`config.mk`:
```
export PLATFORM = sky130hd
export DESIGN_NAME = reg_scoreboard
export DESIGN_NICKNAME = d
export VERILOG_FILES = /design/src/rtl/reg_scoreboard.sv
export SDC_FILE = /design/constraint.sdc
export NUM_CORES = 1
export LEC_CHECK = 0
export CAP_MARGIN = 5
export CORE_AREA = 5 5 114 116
export CTS_BUF_LIST = sky130_fd_sc_hd__clkbuf_16
export DETAILED_ROUTE_END_ITERATION = 7
export DIE_AREA = 0 0 119 121
export GPL_TIMING_DRIVEN = 0
export PLACE_DENSITY = 0.68
export SLEW_MARGIN = 25
export SYNTH_ARGS = -nofsm -noshare
export SYNTH_HDL_FRONTEND = slang
export SYNTH_SLANG_ARGS = --single-unit
```
`constraint.sdc`:
```
create_clock -name clk -period 6.1 [get_ports clk]
set_input_delay 1.83 -clock clk [delete_from_list [all_inputs] [get_ports clk]]
set_output_delay 1.83 -clock clk [all_outputs]
set_load 0.1 [all_outputs]
```
`src/rtl/reg_scoreboard.sv`:
```
// Register-write scoreboard: per-register pending-write counters for x1..x31,
// decode stall generation for RAW hazards and counter saturation.
module reg_scoreboard #(
    parameter int unsigned CNT_W = 2,
    parameter int unsigned TOT_W = 7
) (
    input  logic             clk,
    input  logic             rst_b,
    input  logic             reg_ren1_dec,
    input  logic [4:0]       reg_raddr1_dec,
    input  logic             reg_ren2_dec,
    input  logic [4:0]       reg_raddr2_dec,
    input  logic             issue_valid_dec,
    input  logic             issue_wen_dec,
    input  logic [4:0]       issue_waddr_dec,
    input  logic             reg_wen_wb,
    input  logic [4:0]       reg_waddr_wb,
    input  logic             flush_sb,
    output logic             stall_dec,
    output logic             sb_busy,
    output logic [TOT_W-1:0] pend_total,
    output logic             err_underflow
);

    localparam int unsigned NREG = 32;
    localparam int unsigned AW   = 5;
    localparam logic [CNT_W-1:0] CNT_MAX = {CNT_W{1'b1}};

    logic [CNT_W-1:0] cnt_q [NREG];
    logic [CNT_W-1:0] cnt_d [NREG];
    logic             raw1;
    logic             raw2;
    logic             sat;
    logic             issue_fire;
    logic             rel;
    logic             rel_nz;
    logic             underflow;
    logic [TOT_W-1:0] total_d;

    // Hazard detection uses pre-edge counts; x0 never participates.
    assign raw1       = reg_ren1_dec && (reg_raddr1_dec != '0) && (cnt_q[reg_raddr1_dec] != '0);
    assign raw2       = reg_ren2_dec && (reg_raddr2_dec != '0) && (cnt_q[reg_raddr2_dec] != '0);
    assign sat        = issue_valid_dec && issue_wen_dec && (issue_waddr_dec != '0)
                        && (cnt_q[issue_waddr_dec] == CNT_MAX);
    assign stall_dec  = issue_valid_dec && (raw1 || raw2 || sat);
    assign issue_fire = issue_valid_dec && !stall_dec && issue_wen_dec && (issue_waddr_dec != '0);
    assign rel        = reg_wen_wb && (reg_waddr_wb != '0);
    assign rel_nz     = rel && (cnt_q[reg_waddr_wb] != '0);
    assign underflow  = rel && !flush_sb && (cnt_q[reg_waddr_wb] == '0);

    // Next-state counters and total; a flush discards same-cycle issue/release.
    always_comb begin
        for (int i = 0; i < int'(NREG); i++) begin
            cnt_d[i] = cnt_q[i];
        end
        total_d = pend_total;
        if (flush_sb) begin
            for (int i = 0; i < int'(NREG); i++) begin
                cnt_d[i] = '0;
            end
            total_d = '0;
        end else begin
            total_d = pend_total + TOT_W'(issue_fire) - TOT_W'(rel_nz);
            for (int i = 1; i < int'(NREG); i++) begin
                if (issue_fire && (issue_waddr_dec == AW'(i))
                    && !(rel_nz && (reg_waddr_wb == AW'(i)))) begin
                    cnt_d[i] = cnt_q[i] + CNT_W'(1);
                end else if (rel_nz && (reg_waddr_wb == AW'(i))
                    && !(issue_fire && (issue_waddr_dec == AW'(i)))) begin
                    cnt_d[i] = cnt_q[i] - CNT_W'(1);
                end
            end
        end
    end

    // State registers; err_underflow is sticky until reset.
    always_ff @(posedge clk or negedge rst_b) begin
        if (!rst_b) begin
            for (int i = 0; i < int'(NREG); i++) begin
                cnt_q[i] <= '0;
            end
            pend_total    <= '0;
            sb_busy       <= 1'b0;
            err_underflow <= 1'b0;
        end else begin
            for (int i = 0; i < int'(NREG); i++) begin
                cnt_q[i] <= cnt_d[i];
            end
            pend_total <= total_d;
            sb_busy    <= (total_d != '0);
            if (underflow) begin
                err_underflow <= 1'b1;
            end
        end
    end

endmodule

```
* Word level (Yosys, flattened, before mapping)
Index checks and enable logic that the tools add are counted.
** Cells by class
- $add $sub $neg :: 64
- $lt $le $gt $ge :: 4
- Equal/unequal tests :: 63
- Muxes and demuxes :: 76
- Bitwise logic cells :: 4
- Reduce and logical (&&, ||, !) cells :: 245
** Operators by type and width (count)
- $eq 5x5->1 const B :: 32
- $mux 2 :: 70
- $logic_and 1x1->1 :: 139
- $reduce_bool 3->1 :: 31
- $eq 5x4->1 const B :: 16
- $logic_not 1->1 :: 64
- $add 2x1->2 const B :: 31
- $mux 62 :: 1
- $sub 2x1->2 const B :: 31
- $bmux 2 s5 :: 4
- $eq 5x3->1 const B :: 8
- $ge 6x6->1 const B :: 4
- $not 5->6 :: 4
- $eq 5x2->1 const B :: 4
- $reduce_bool 5->1 :: 4
- $eq 5x1->1 const B :: 2
- $add 7x1->7 :: 1
- $mux 7 :: 1
- $reduce_bool 7->1 :: 1
- $sub 7x1->7 :: 1
- $reduce_bool 2->1 :: 3
- $eq 2x2->1 const B :: 1
- $logic_not 2->1 :: 1
- $logic_or 1x1->1 :: 2
** Word-level totals
- Bits in registers :: 71
- Input bits :: 28
- Output and inout bits :: 10
- Word-level logic and storage cells :: 490

* Logic depth before layout (Yosys ltp)
Gate-level depths: netlist (run 1).
- Depth in word-level cells :: 19
- Gate-level depth with buffers :: 20
- Gate-level depth less buffers :: 17

* Worst setup path after synthesis (run 1)
OpenSTA, ideal clock, no wires.
- Kind :: input-to-output
- Start point :: input reg_raddr1_dec[0]
- End point :: output stall_dec
- Arrival :: 4.316 ns
- Data required time :: 4.270 ns
- Slack :: -0.046 ns
- Stages on the path :: 9
- Path buffers :: 3
- Cells stage by stage :: buf_2 > mux4_2 > nor3b_1 > o32a_1 > o32a_4 > buf_6 > buf_6 > o21ai_1 > and2_1
** On the way
- Longest elaborated chain between the ends :: 9
- Elaborated cells on any way between the ends :: 11
- Classes of those cells :: mux: 3; bitwise: 1; reduce/logical: 7
** RTL lines
- start: declaration :: RTL line 10 : input logic [4:0] reg_raddr1_dec,
- $not 5->6 (not written as such) :: RTL line 41 : assign raw1 = reg_ren1_dec && (reg_raddr1_dec != '0) && (cnt_q[reg_raddr1_dec] != '0);
- $bmux 2 s5 :: RTL line 41
- $mux 2 (not written as such) (2 in a row) :: RTL line 41
- $reduce_bool 2->1 :: RTL line 41
- $logic_and 1x1->1 (*) :: RTL line 41
- $logic_or 1x1->1 (*) (2 in a row) :: RTL line 45 : assign stall_dec = issue_valid_dec && (raw1 || raw2 || sat);
- $logic_and 1x1->1 (*) :: RTL line 45
- end: declaration :: RTL line 19 : output logic stall_dec,
Mark *: on every way between the ends. The rest lies on a longest branch, timed or not. The select of a mux whose other input is x is not followed.

* Final worst setup path (run 1)
- Start point :: input reg_waddr_wb[3]
- End point :: register sb_busy
** On the way
- Longest elaborated chain between the ends :: 9
- Elaborated cells on any way between the ends :: 11
- Classes of those cells :: add/sub: 1; mux: 4; bitwise: 1; reduce/logical: 5
** RTL lines
- start: declaration :: RTL line 17 : input logic [4:0] reg_waddr_wb,
- $not 5->6 (not written as such) :: RTL line 48 : assign rel_nz = rel && (cnt_q[reg_waddr_wb] != '0);
- $bmux 2 s5 :: RTL line 48
- $mux 2 (not written as such) (2 in a row) :: RTL line 48
- $reduce_bool 2->1 :: RTL line 48
- $logic_and 1x1->1 (*) :: RTL line 48
- $sub 7x1->7 (*) :: RTL line 63 : total_d = pend_total + TOT_W'(issue_fire) - TOT_W'(rel_nz);
- $mux 7 (*) :: RTL line 57 : if (flush_sb) begin
- named net total_d[4] :: RTL line 38 : logic [TOT_W-1:0] total_d;
- $reduce_bool 7->1 (*) :: RTL line 90 : sb_busy <= (total_d != '0);
- end signal: assignment :: RTL line 90
- end: declaration :: RTL line 20 : output logic sb_busy,
The timed path passes the listed nets; every way through them passes the cells marked *. The select of a mux whose other input is x is not followed.
A chain may end at the register's enable or synchronous reset.

==> results of run 1 <==
registers in the layout (all words and copies together) (netlist names):
register and flops:
pend_total 7, sb_busy 1, cnt_q 62, err_underflow 1
cells in the final DEF, fill, tap and decap left out, types with 25 or more instances in the layout:
master / n
a21oi_1: 39
and2_1: 34
clkdlybuf4s50_1: 25
dfrtp_1: 71
nand2_1: 31
nand3_1: 38
nor2_1: 80
o21ai_0: 45
xnor2_1: 38
xor2_1: 27
per-stage QoR:
| step | util, % | std cells | TNS (ns) | setup slack, ns | instance area (µm²) |
|---|---|---|---|---|---|
| 6_report | 57.1 | 888 | 0 | 0.127 | 6750 |
| 5_1_grt | 57.1 | 888 | 0 | 0.00232 | 6750 |
| 4_1_cts | 56.6 | 885 | 0 | 0.00715 | 6680 |
| 3_5_place_dp | 53.6 | 867 | -1.95 | -1.29 | 6330 |
| 3_3_place_gp | 53.4 | 866 | -1.92 | -1.32 | 6310 |
| 2_1_floorplan | - | 685 | 0 | 0.240 | 5780 |
routing by layer:
metal | part of all wire (%) | vias to the layer above
li1 | - | 2575
met5 | 0 | -
met3 | 9.1 | 54
met2 | 45 | 271
met4 | 3.4 | 0
met1 | 42 | 2746
how the worst max path moves through the flow:
stage / to / startpoint / cells past startpoint / slack [ns]
after floorplan: stall_dec / reg_raddr1_dec[0] / 9 / 0.24
after global placement: stall_dec / issue_waddr_dec[3] / 12 / -1.32
after detailed placement: stall_dec / issue_waddr_dec[2] / 12 / -1.29
after CTS: stall_dec / issue_waddr_dec[4] / 11 / 0.007
after global routing: sb_busy$_DFF_PN0_ / reg_waddr_wb[1] / 18 / 0.002
final: sb_busy$_DFF_PN0_ / reg_waddr_wb[3] / 16 / 0.13
area by class of cell:
| class | instances | area, µm² | area share, % |
|---|---|---|---|
| clock buffer | 9 | 225 | 3.34 |
| timing repair buffer | 45 | 450 | 6.68 |
| clock inverter | 6 | 30.0 | 0.445 |
| sequential | 71 | 1780 | 26.3 |
| tap | 147 | 184 | 2.73 |
| inverter | 15 | 56.3 | 0.835 |
| multi-input combinational | 563 | 3830 | 56.8 |
| buffer | 32 | 189 | 2.80 |
power groups by stage:
stage                     Clock (mW)  Combinational (mW)  Sequential (mW)
after detailed placement           0               0.502            0.519
after floorplan                    0               0.245            0.638
final                          0.470               0.515            0.512
after CTS                      0.477               0.511            0.512
after global placement             0               0.492            0.518
after global routing           0.500               0.550            0.514
what timing repair did:
| item | CTS | global route |
|---|---|---|
| setup endpoints to repair | 2 | 2 |
| hold buffers | 0 | 0 |
| cloned | 0 | 0 |
| buffers inserted | 5 | 5 |
| pin swaps | 3 | 3 |
| gates resized for setup | 37 | 19 |
cell families (layout without fill, tap and decap cells):
logic type / after synthesis / after routing / share of synthesized area [%]
simple gates: 305 / 305 / 29.1
compound gates: 165 / 165 / 17.7
flops: 71 / 71 / 30.7
xor+xnor: 65 / 65 / 9.85
buf+inv: 51 / 107 / 3.94
mux: 20 / 20 / 6.77
fa+ha+maj: 8 / 8 / 1.86
critical path, cell delays in order:
cell	delay, ns
clkdlybuf4s50_1	0.50
clkbuf_2	0.24
nor2_1	0.53
nand2_1	0.10
o21ai_0	0.45
nor2_1	0.16
ha_1	0.30
inv_1	0.04
ha_1	0.20
fa_1	0.41
a21o_1	0.19
a21o_1	0.19
xnor2_1	0.15
nor2_1	0.07
or4_1	0.43
or4_1	0.40
==> impl_metrics.yaml, run 1 <==
flow_run:
  cap_violations: 0
critical_path:
  endpoint_kind: "register"
  worstPathMaxFanout: 10
  rr_endpoint: "sb_busy$_DFF_PN0_"
  critPathLaunchType: "input port"
  crit_type: "input port to register"
  arrival_ns: 6.19
  r2r.worst_path.cells: 17
  critPathRequiredTime_ns: 6.31
  rrSetupSlack_ns: 1.58
  r2r-start: "cnt_q[48]$_DFFE_PN0P_"
route:
  firstDrtPassIters: 5
  drt_iter0_markers: 606
  vias_per_cell: 6.36
  drc: 0
  vias: 5646
  wire_per_inst_um: 21.3
  postRouteAntennaNets: 0
  totalWireLength_um: 19000
global_routing:
  met3_usage_pct: 6.53
  busiest_layer: "met2"
  grt_start_max_net_pins: 53
  grt_pass1_wl_um: 30000
  grt.total_usage_pct: 26.9
  antenna_found_initial: 0
  grt_use_met1_pct: 35.4
  grt_use_met2_pct: 42.3
  grt_pass1_vias: 5508
  overflow: 0
floorplan:
  core_area_um2: 11800
  die_h_um: 121
  rows: 40
  die_area_um2: 14400
  io_pins: 38
  die_w_um: 119
  initial_core_util_pct: 48.9
power:
  switching_share_pct: 37.0
  powerDensity_nw_per_um2: 222
  power_switching_uw: 554
  pwr-share-clk_pct: 31.4
  intPower_uw: 943
  p_seq_share_pct: 34.2
  p_leak_nw: 2.75
  p_comb_share_pct: 34.4
  finalPower_mw: 1.50
  ir_drop_uv: 347
placement:
  place.gp.congestion: 0.985
  hpwl_um: 14300
  portBuffers: 34
synthesis:
  synth_flop_cell: "dfrtp_1"
  synthTopCellsByArea: "dfrtp_1, mux4_2, xnor2_1, nor2_1, xor2_1"
  yosys_warnings: 0
  yosys.area.top_type: "dfrtp_1"
  seq_area_frac_synth_pct: 30.7
  ys_seq_elements: 71
  syn_inst: 685
  syn_nets: 721
  synthTopCellsByCount: "nor2_1, dfrtp_1, o21ai_0"
  synth_top_area_share_pct: 30.7
  synth_area_um2: 5780
  synth_edf_count: 0
  yosysMostFrequentCell: "nor2_1"
  synth.distinct_cells: 56
  syn_avg_cell_area_um2: 8.44
  postSynth.asyncResetShare_pct: 100
worst_hold_path:
  whs_endpoint: "err_underflow$_DFFE_PN0P_"
  hold_start: "err_underflow$_DFFE_PN0P_"
  min_path_cells: 1
  min_path_type: "register to register"
timing:
  fin_skew_ns: 0.0105
  hold_viol_final: 0
  drv_slew: 0
  finalSetupViolCount: 0
  max_freq_ghz: 0.167
  fin_crit_sh_pct: 97.9
  hold-worst-slack_ns: 0.479
  period_minus_slack_ns: 5.97
  tightest_slew_ns: 0.970
  max_slew_margin_pct: 35.1
  rsz0062_at_grt: "no"
finish:
  syn2layout_area_growth_pct: 16.7
  antenna_cells: 0
  final_nets: 773
  num-fill-cells: 1074
  drive_above_1_share_pct: 13.9
cts:
  cts_root_buf: "clkbuf_16"
  cts_num_sinks: 71
  insertion_delay_ns: 0.35
  clock_path_buffers: 2
  ctsHtreeMaxLevel: 3
  cts_buffers: 9
  path_clk_slew_ns: 0.05
  cts_tree: "built"
status:
  outcome: "finished clean"
No activity file was read; power rests on OpenSTA's default activity.
==> run 2: changes to the inputs <==
--- a/config.mk
+++ b/config.mk
@@ -16,3 +16,4 @@
 export SYNTH_ARGS = -nofsm -noshare
 export SYNTH_HDL_FRONTEND = slang
 export SYNTH_SLANG_ARGS = --single-unit
+export TNS_END_PERCENT = 1
==> results of run 2 <==
The final DEF is identical to that of run 1; final timing and power are the same.
==> run 3: changes to the inputs <==
--- a/config.mk
+++ b/config.mk
@@ -11,6 +11,7 @@
 export DETAILED_ROUTE_END_ITERATION = 7
 export DIE_AREA = 0 0 119 121
 export GPL_TIMING_DRIVEN = 0
+export MAX_ROUTING_LAYER = met4
 export PLACE_DENSITY = 0.68
 export SLEW_MARGIN = 25
 export SYNTH_ARGS = -nofsm -noshare
==> run 3 against run 2 <==
Combinational power is 2% higher. Clock skew is 0.0038 ns lower. Sequential share of layout area is 0.20 points lower. Clock-buffer cell count stayed put. Design area is 0.76% higher. Power is 11% higher. Register-to-register slack worse by 0.04 ns. Routed wire length is 0.32% higher. First-iteration DRC count is 9.4% higher. Largest power group is now the clock network. Highest routed layer unchanged.
==> impl_metrics.yaml, run 3 (same netlist as run 1, synthesis figures left out) <==
cts:
  cts_buffers: 9
  ctsHtreeMaxLevel: 3
  cts-hold-fix-buffers: 0
  clock_path_buffers: 2
  cts_tree: "built"
  path_clk_slew_ns: 0.06
  insertion_delay_ns: 0.35
  cts_root_buf: "clkbuf_16"
  cts_num_sinks: 71
route:
  totalWireLength_um: 19000
  vias: 5673
  vias_per_cell: 6.42
  wire_per_inst_um: 21.5
  postRouteAntennaNets: 0
  drc: 0
  drt_iter0_markers: 663
  firstDrtPassIters: 5
timing:
  tightest_slew_ns: 0.971
  fin_skew_ns: 0.00662
  hold-worst-slack_ns: 0.486
  period_minus_slack_ns: 5.98
  max_slew_margin_pct: 35.0
  max_freq_ghz: 0.167
  fin_crit_sh_pct: 98.0
  drv_slew: 0
  finalSetupViolCount: 0
  layout_setup_ws_ns: 0.124
  tns_ns: 0
  hold_viol_final: 0
critical_path:
  critPathLaunchType: "input port"
  crit_type: "input port to output pin"
  worstPathMaxFanout: 10
  r2r-start: "cnt_q[48]$_DFFE_PN0P_"
  crit_path_end: "stall_dec"
  startpoint: "issue_waddr_dec[2]"
  critPathRequiredTime_ns: 4.27
  arrival_ns: 4.15
  rr_endpoint: "sb_busy$_DFF_PN0_"
  rrSetupSlack_ns: 1.54
  endpoint_kind: "output pin"
  r2r.worst_path.cells: 18
worst_hold_path:
  min_path_cells: 1
  min_path_type: "register to register"
finish:
  antenna_cells: 0
  drive_above_1_share_pct: 14.3
  syn2layout_area_growth_pct: 17.6
  final_cell_mix: "nor2_1, dfrtp_1, o21ai_0"
  top_register: "cnt_q"
  reg_top3: "cnt_q x62, pend_total x7"
  final_common_cell: "nor2_1"
  utilization_pct: 57.6
  largest_reg_flops: 62
  final_nets: 767
floorplan:
  die_w_um: 119
  die_h_um: 121
  io_pins: 38
  die_area_um2: 14400
  rows: 40
  core_area_um2: 11800
  initial_core_util_pct: 48.9
placement:
  place.gp.congestion: 0.974
  place_worst_setup_slack_ns: -1.33
  portBuffers: 34
  hpwl_um: 14400
power:
  p_leak_nw: 2.75
  ir_drop_uv: 327
  powerDensity_nw_per_um2: 244
  finalPower_mw: 1.66
global_routing:
  antenna_found_initial: 0
  grt_pass1_wl_um: 30200
  grt_pass1_vias: 5565
  grt_start_max_net_pins: 44
  overflow: 0
  grt.total_usage_pct: 27.5
flow_run:
  cap_violations: 0
status:
  outcome: "finished clean"
run 3: cell count changes in the layout (fill, tap and decap cells not counted), sizes merged:
cell	previous run	this run
buf	26	21
bufinv	0	3
clkinv	4	1
clkinvlp	1	3
dlygate4sd2	4	2
clkbuf	28	27
clkdlybuf4s15	1	2
clkdlybuf4s50	25	26
inv	16	15
run 3: through the flow:
stage	cells	area, µm²
after global routing	883	6800
after global placement	866	6310
after floorplan	685	5780
after detailed placement	867	6320
after CTS	882	6740
final	883	6800
run 3: area by class of cell:
class,count,area [µm²]
sequential,71,1780
inverter,15,58.8
clock buffer,9,225
timing repair buffer,38,394
tap,147,184
multi-input combinational,563,3840
clock inverter,7,121
fill,1074,5010
buffer,33,195
run 3: how the worst min path moves through the flow:
stage,from,endpoint,slack [ns]
finish,err_underflow$_DFFE_PN0P_,err_underflow$_DFFE_PN0P_,0.49
global route,err_underflow$_DFFE_PN0P_,err_underflow$_DFFE_PN0P_,0.49
CTS,err_underflow$_DFFE_PN0P_,err_underflow$_DFFE_PN0P_,0.48
detailed placement,err_underflow$_DFFE_PN0P_,err_underflow$_DFFE_PN0P_,0.45
global placement,err_underflow$_DFFE_PN0P_,err_underflow$_DFFE_PN0P_,0.45
floorplan,cnt_q[7]$_DFFE_PN0P_,cnt_q[7]$_DFFE_PN0P_,0.54
run 3: layer usage:
metal | share of wire (%) | vias up | wire [µm] | GRT usage, %
li1 | - | 2567 | - | -
met1 | 43 | 2757 | 8100 | 36.3
met2 | 46 | 299 | 8730 | 43.6
met3 | 8.8 | 50 | 1670 | 4.20
met4 | 2.7 | 0 | 514 | 9.20
met5 | 0 | - | 0 | -
run 3: what timing repair did:
action / CTS / global route
gates resized for setup: 39 / 24
pin swaps: 2 / 3
buffers inserted: 1 / 2
setup endpoints to repair: 2 / 2
run 3: report_power, final:
part	internal (mW)	switching, mW
combinational	0.187	0.338
sequential	0.492	0.0191
clock	0.400	0.225
run 3: critical path: stages:
cell and delay (ns):
clkdlybuf4s50_1 0.50, buf_4 0.22, nor2b_2 0.17, a31oi_1 0.13
nand4_1 0.15, a21boi_2 0.21, nor2_2 0.06, clkbuf_4 0.18
buf_4 0.20, o21ai_2 0.15, and2_4 0.17, buf_12 0.16
